===== src/rtl/pad_mux_pkg.sv =====
// Shared types and constants for the pad multiplexer.
// Latency: none (types and constants only).
// Backpressure: none.
`timescale 1ns/1ps
package pad_mux_pkg;

    // Per-pad lane state: ACTIVE drives the selected source, GUARD tristates.
    typedef enum logic {
        ACTIVE = 1'b0,
        GUARD  = 1'b1
    } lane_state_e;

    // Default source numbering on the select bus.
    localparam int SRC_PERIO  = 0;
    localparam int SRC_APBIO  = 1;
    localparam int SRC_FPGAIO = 2;
    localparam int SRC_SPARE  = 3;

    // Width of a down-counter that must hold guard_cyc-1 (never narrower than 1 bit).
    function automatic int cnt_width(input int guard_cyc);
        return (guard_cyc > 1) ? $clog2(guard_cyc) : 1;
    endfunction

endpackage


===== src/rtl/pad_mux_lane.sv =====
// One pad: break-before-make select FSM, input synchroniser, source routing.
// Latency: outputs combinational from cur_sel; pad input SYNC_STAGES cycles; select change GUARD_CYC+1 cycles.
// Backpressure: none; a new request during the guard restarts the guard.
//
// Ports:
//   clk_i, rst_ni  clock and asynchronous active-low reset
//   pad_mux_i      requested select for this pad
//   src_out_i      output data of every source for this pad (bit s = source s)
//   src_oe_i       output enable of every source for this pad
//   src_in_o       pad input returned to every source (idle level when not selected)
//   io_out_o       pad output data
//   io_oe_o        pad output enable
//   io_in_i        raw pad input (asynchronous)
//   busy_o         pad is in its tristate guard window
`timescale 1ns/1ps
module pad_mux_lane
    import pad_mux_pkg::*;
#(
    parameter int               N_SRC       = 4,
    parameter int               SEL_W       = 2,
    parameter int               GUARD_CYC   = 2,
    parameter int               SYNC_STAGES = 2,
    parameter logic [N_SRC-1:0] IDLE_IN     = 4'b0001,
    parameter int               RST_SEL     = SRC_PERIO
) (
    input  logic              clk_i,
    input  logic              rst_ni,
    input  logic [SEL_W-1:0]  pad_mux_i,
    input  logic [N_SRC-1:0]  src_out_i,
    input  logic [N_SRC-1:0]  src_oe_i,
    output logic [N_SRC-1:0]  src_in_o,
    output logic              io_out_o,
    output logic              io_oe_o,
    input  logic              io_in_i,
    output logic              busy_o
);

    localparam int               CNT_W    = cnt_width(GUARD_CYC);
    localparam logic [CNT_W-1:0] CNT_LOAD = CNT_W'(GUARD_CYC - 1);
    localparam logic [SEL_W-1:0] SEL_RST  = SEL_W'(RST_SEL);

    lane_state_e            state_q,   state_d;
    logic [SEL_W-1:0]       cur_sel_q, cur_sel_d;
    logic [SEL_W-1:0]       target_q,  target_d;
    logic [CNT_W-1:0]       cnt_q,     cnt_d;
    logic [SYNC_STAGES-1:0] sync_q;
    logic                   drive;

    always_ff @(posedge clk_i or negedge rst_ni) begin
        if (!rst_ni) begin
            state_q   <= ACTIVE;
            cur_sel_q <= SEL_RST;
            target_q  <= SEL_RST;
            cnt_q     <= '0;
            sync_q    <= '0;
        end else begin
            state_q   <= state_d;
            cur_sel_q <= cur_sel_d;
            target_q  <= target_d;
            cnt_q     <= cnt_d;
            // Shift towards the MSB; the cast drops the oldest sample.
            sync_q    <= SYNC_STAGES'({sync_q, io_in_i});
        end
    end

    always_comb begin
        state_d   = state_q;
        cur_sel_d = cur_sel_q;
        target_d  = target_q;
        cnt_d     = cnt_q;
        case (state_q)
            ACTIVE: begin
                if (pad_mux_i != cur_sel_q) begin
                    state_d  = GUARD;
                    target_d = pad_mux_i;
                    cnt_d    = CNT_LOAD;
                end
            end
            GUARD: begin
                if (pad_mux_i != target_q) begin
                    // Request moved again: restart the full guard for the new target.
                    target_d = pad_mux_i;
                    cnt_d    = CNT_LOAD;
                end else if (cnt_q == '0) begin
                    cur_sel_d = target_q;
                    state_d   = ACTIVE;
                end else begin
                    cnt_d = cnt_q - CNT_W'(1);
                end
            end
            default: begin
                state_d = ACTIVE;
            end
        endcase
    end

    // An out-of-range select leaves the pad tristated and every source idle.
    assign drive  = (state_q == ACTIVE) && (int'(cur_sel_q) < N_SRC);
    assign busy_o = (state_q == GUARD);

    always_comb begin
        io_out_o = 1'b0;
        io_oe_o  = 1'b0;
        src_in_o = IDLE_IN;
        if (drive) begin
            io_out_o            = src_out_i[cur_sel_q];
            io_oe_o             = src_oe_i[cur_sel_q];
            src_in_o[cur_sel_q] = sync_q[SYNC_STAGES-1];
        end
    end

endmodule


===== src/rtl/pad_mux_ctrl.sv =====
// Pad multiplexer: N_IO independent lanes routing N_SRC sources to pads with break-before-make.
// Latency: pad outputs combinational; pad inputs SYNC_STAGES cycles; select change GUARD_CYC+1 cycles.
// Backpressure: none; busy_o/any_busy_o flag pads inside their guard window.
//
// Ports:
//   clk_i, rst_ni  clock and asynchronous active-low reset
//   pad_mux_i      per-pad requested source select
//   src_out_i      [source][pad] output data from the sources
//   src_oe_i       [source][pad] output enables from the sources
//   src_in_o       [source][pad] synchronised pad inputs (idle level when not selected)
//   io_out_o       per-pad output data
//   io_oe_o        per-pad output enable
//   io_in_i        per-pad raw input
//   busy_o         per-pad guard flag
//   any_busy_o     OR of busy_o
`timescale 1ns/1ps
module pad_mux_ctrl
    import pad_mux_pkg::*;
#(
    parameter int               N_IO        = 48,
    parameter int               N_SRC       = 4,
    parameter int               SEL_W       = $clog2(N_SRC),
    parameter int               GUARD_CYC   = 2,
    parameter int               SYNC_STAGES = 2,
    parameter logic [N_SRC-1:0] IDLE_IN     = 4'b0001,
    parameter int               RST_SEL     = SRC_PERIO
) (
    input  logic                        clk_i,
    input  logic                        rst_ni,
    input  logic [N_IO-1:0][SEL_W-1:0]  pad_mux_i,
    input  logic [N_SRC-1:0][N_IO-1:0]  src_out_i,
    input  logic [N_SRC-1:0][N_IO-1:0]  src_oe_i,
    output logic [N_SRC-1:0][N_IO-1:0]  src_in_o,
    output logic [N_IO-1:0]             io_out_o,
    output logic [N_IO-1:0]             io_oe_o,
    input  logic [N_IO-1:0]             io_in_i,
    output logic [N_IO-1:0]             busy_o,
    output logic                        any_busy_o
);

    // Source-major buses transposed to pad-major so each lane sees one column.
    logic [N_IO-1:0][N_SRC-1:0] lane_out;
    logic [N_IO-1:0][N_SRC-1:0] lane_oe;
    logic [N_IO-1:0][N_SRC-1:0] lane_in;

    always_comb begin
        for (int k = 0; k < N_IO; k++) begin
            for (int s = 0; s < N_SRC; s++) begin
                lane_out[k][s] = src_out_i[s][k];
                lane_oe[k][s]  = src_oe_i[s][k];
            end
        end
    end

    always_comb begin
        for (int s = 0; s < N_SRC; s++) begin
            for (int k = 0; k < N_IO; k++) begin
                src_in_o[s][k] = lane_in[k][s];
            end
        end
    end

    for (genvar k = 0; k < N_IO; k++) begin : g_lane
        pad_mux_lane #(
            .N_SRC       (N_SRC),
            .SEL_W       (SEL_W),
            .GUARD_CYC   (GUARD_CYC),
            .SYNC_STAGES (SYNC_STAGES),
            .IDLE_IN     (IDLE_IN),
            .RST_SEL     (RST_SEL)
        ) u_lane (
            .clk_i     (clk_i),
            .rst_ni    (rst_ni),
            .pad_mux_i (pad_mux_i[k]),
            .src_out_i (lane_out[k]),
            .src_oe_i  (lane_oe[k]),
            .src_in_o  (lane_in[k]),
            .io_out_o  (io_out_o[k]),
            .io_oe_o   (io_oe_o[k]),
            .io_in_i   (io_in_i[k]),
            .busy_o    (busy_o[k])
        );
    end

    assign any_busy_o = |busy_o;

endmodule


===== config.mk =====
export PLATFORM = sky130hd
export DESIGN_NAME = pad_mux_ctrl
export DESIGN_NICKNAME = d
export VERILOG_FILES = /design/src/rtl/pad_mux_pkg.sv /design/src/rtl/pad_mux_lane.sv /design/src/rtl/pad_mux_ctrl.sv
export SDC_FILE = /design/constraint.sdc
export NUM_CORES = 1
export LEC_CHECK = 0
export BUFFER_PORTS_ARGS = -buffer_cell sky130_fd_sc_hd__buf_2
export CORE_AREA = 3 3 337 339
export CTS_CLUSTER_SIZE = 14
export DETAILED_ROUTE_END_ITERATION = 8
export DIE_AREA = 0 0 340 342
export PLACE_DENSITY = 0.38
export SKIP_CTS_REPAIR_TIMING = 1
export SYNTH_ARGS = -nofsm -noshare
export SYNTH_HDL_FRONTEND = slang
export SYNTH_SLANG_ARGS = --single-unit
export TNS_END_PERCENT = 5

===== constraint.sdc =====
create_clock -name clk_i -period 2.4 [get_ports clk_i]
set_input_delay 0.12 -clock clk_i [delete_from_list [all_inputs] [get_ports clk_i]]
set_output_delay 0.12 -clock clk_i [all_outputs]
set_load 0.01 [all_outputs]

==> reports/results.ini <==
[detailed_routing]
wl_per_cell_um=18.3
vias=18100
top_layer_used=met5
met1_length_mm=34.6
post_drt_via_cell_ratio=4.17
drt_iter0_markers=837
dr.pass1.iters=5
ant_nets=0
wl_met2_mm=39.3
drc=0
route.met3.wl_mm=4.01
finalWirelength_mm=79.7

[logic_synthesis]
ys_warn_count=0
synth_mux_area_share_pct=16.7
synthSimpleGateAreaFrac_pct=20.1
synthAdderAreaFrac_pct=0
synth-xor-area-share_pct=7.42
syn-instance-count=1934
ys_ff_latch=384
syn_avg_cell_area_um2=11.7
synth_edf_count=0
synth_top_family_by_area=simple AND/OR/NAND/NOR gates
synth.distinct_cells=46
ys.flop_type=dfrtp_1
synthesis.nets=2464
seq_area_frac_synth_pct=42.4
synth_compound_area_share_pct=4.19
synth_area_um2=22700
synth-async-reset-ratio_pct=100

[floorplan]
start_util_pct=20.5
die_y_um=342
ios=867
dieArea_um2=116000
core-area_um2=111000
die-width_um=340
rows=122

[critical_path]
crit_arrival_ns=2.46
critPathKind=reg2out
crit_chain=nor4_4 -> buf_4 -> nand4_1 -> buf_4 -> or3_4 -> buf_6
cpMostUsedCell=buf_4
worstSetupStartpointType=register
cp-end-kind=output pin
crit_path_max_fanout=2
required_ns=2.28
cp_slowest_cell=dfrtp_1
cp_slowest_stage_delay_ns=0.40

[clock_tree]
clkLatencyLatePin_ns=0.60
path_clk_slew_ns=0.07
cts-root-buf=clkbuf_16
cts_tree=yes
clock_sinks=384
htreeDepth=2
cts_buffers=50
cts.path.max_buffers=3

[final_layout]
layout_commonest_cell=buf_2
final_cell_mix=buf_2 (864), dfrtp_1 (384), xor2_1 (184)
stdcell_count=4353
layout-drive-gt1-share_pct=47.2
synthToLayoutAreaGrowth_pct=36.1
final_nets=3352

[global_routing]
antenna_found_initial=18
grt_first_pass_wirelength_mm=116
grt_max_degree=59
grt-ovfl-total=0
grt_pass1_vias=17900
track_usage_pct=13.0

[place]
place_congestion=0.826
dpl.hpwl_mm=64.5
post-place-ws_ns=-0.191
dp.cells=4113
port-buffer-count=866

[timing]
finClkSkew_ns=0.0155
timing.final.crit_share_pct=107
slew_headroom_pct=55.8
drv_slew=0
hold_viol=0
setup_viol=1
worst_pin_slew_ns=0.663
max_freq_mhz=388
post-route-min-period_ns=2.58
rsz0062_at_grt=yes
timing.final.ws_setup_ns=-0.177

[outcome]
status=complete, but fails checks
violations=setup timing

[flow_run]
maxCapViolCount=0

[hold_path]
hold_class=in2async

[power_and_ir_drop]
power_density_nw_per_um2=724
p_leak_uw=0.0138
ir_drop_v=0.000442

==> where the power goes <==
group,internal [uW],switching (uW)
Sequential,7360,1670
Combinational,2890,2140
Clock,5250,3060
==> sequential cells by signal, indices dropped and copies added, names as in the netlist <==
| name | count |
|---|---|
| g_lane.u_lane.sync_q | 96 |
| g_lane.u_lane.cur_sel_q | 96 |
| g_lane.u_lane.target_q | 96 |
| g_lane.u_lane.busy_o | 48 |
| g_lane.u_lane.cnt_q | 48 |
==> logic make-up (layout without fill, tap and decap cells) <==
kind of cell,Yosys count,after routing
and+or+nand+nor,671,671
AOI/OAI and AO/OA,144,144
buffers and inverters,303,1230
muxes,240,240
other,0,4
xor gates and xnor gates,192,192
DFF,384,384
==> per-layer routing <==
| layer | GRT usage (%) | vias up |
|---|---|---|
| li1 | - | 8635 |
| met1 | 16.6 | 8916 |
| met2 | 22.1 | 473 |
| met3 | 2.98 | 101 |
| met4 | 3.87 | 8 |
| met5 | 0 | - |
==> cells in the mapped netlist (all sizes together), types with 23 or more instances <==
cell / number / share of area, %
a21oi: 44 / 0.97
and2: 42 / 1.2
and3: 26 / 0.72
buf: 221 / 7.8
dfrtp: 384 / 42
inv: 77 / 1.3
mux2: 144 / 7.2
mux4: 96 / 9.5
nand2: 59 / 0.98
nand2b: 23 / 0.63
nand3: 25 / 0.55
nor2: 77 / 1.3
nor2b: 74 / 2.0
nor3: 92 / 3.1
nor3b: 24 / 0.79
nor4: 36 / 1.6
nor4bb: 35 / 1.5
o21ai: 49 / 1.1
or3: 24 / 0.66
or4: 48 / 1.6
xor2: 184 / 7.1
==> worst max-delay path, delay by kind of cell (launching register included) <==
family	cells	cell delay, ns
buf+inv	3	0.52
flops	1	0.40
simple gates	3	0.93
==> final cells by class <==
cell class | instances | area [um^2]
clock inverter | 22 | 347
tap | 1488 | 1860
clock buffer | 69 | 1480
inverter | 77 | 289
multi-input combinational | 1247 | 11000
sequential | 384 | 9610
antenna | 4 | 10.0
timing repair buffer | 1062 | 6260
fill | 11700 | 79800
==> per-stage QoR <==
stage | total power (uW) | cell area, um^2 | setup TNS [ns] | util, % | hold slack (ns)
floorplan | 12700 | 22700 | 0 | - | -0.176
global placement | 14100 | 27500 | -0.141 | 24.9 | 0.182
detailed placement | 14100 | 27500 | -0.191 | 24.9 | 0.188
CTS | 22700 | 29400 | -0.891 | 26.5 | -0.514
global route | 23700 | 30900 | -0.352 | 27.9 | 0.106
finish | 22400 | 30900 | -0.177 | 27.9 | 0.135
==> final timing paths <==
kind | slack (ns) | to | cells past startpoint | startpoint
max reg2reg | 0.82 | g_lane[1].u_lane.target_q[0] | 3 | g_lane[1].u_lane.cur_sel_q[0]
min reg2reg | 0.34 | g_lane[8].u_lane.sync_q[1] | 0 | g_lane[8].u_lane.sync_q[0]
min | 0.14 | g_lane[29].u_lane.cnt_q | 2 | rst_ni
min in group clk_i | 0.16 | g_lane[0].u_lane.sync_q[0] | 2 | io_in_i[0]
max | -0.18 | any_busy_o | 6 | g_lane[21].u_lane.busy_o
max in group asynchronous | 1.47 | g_lane[20].u_lane.cur_sel_q[0] | 4 | rst_ni
Power figures use the tool's default switching activity.
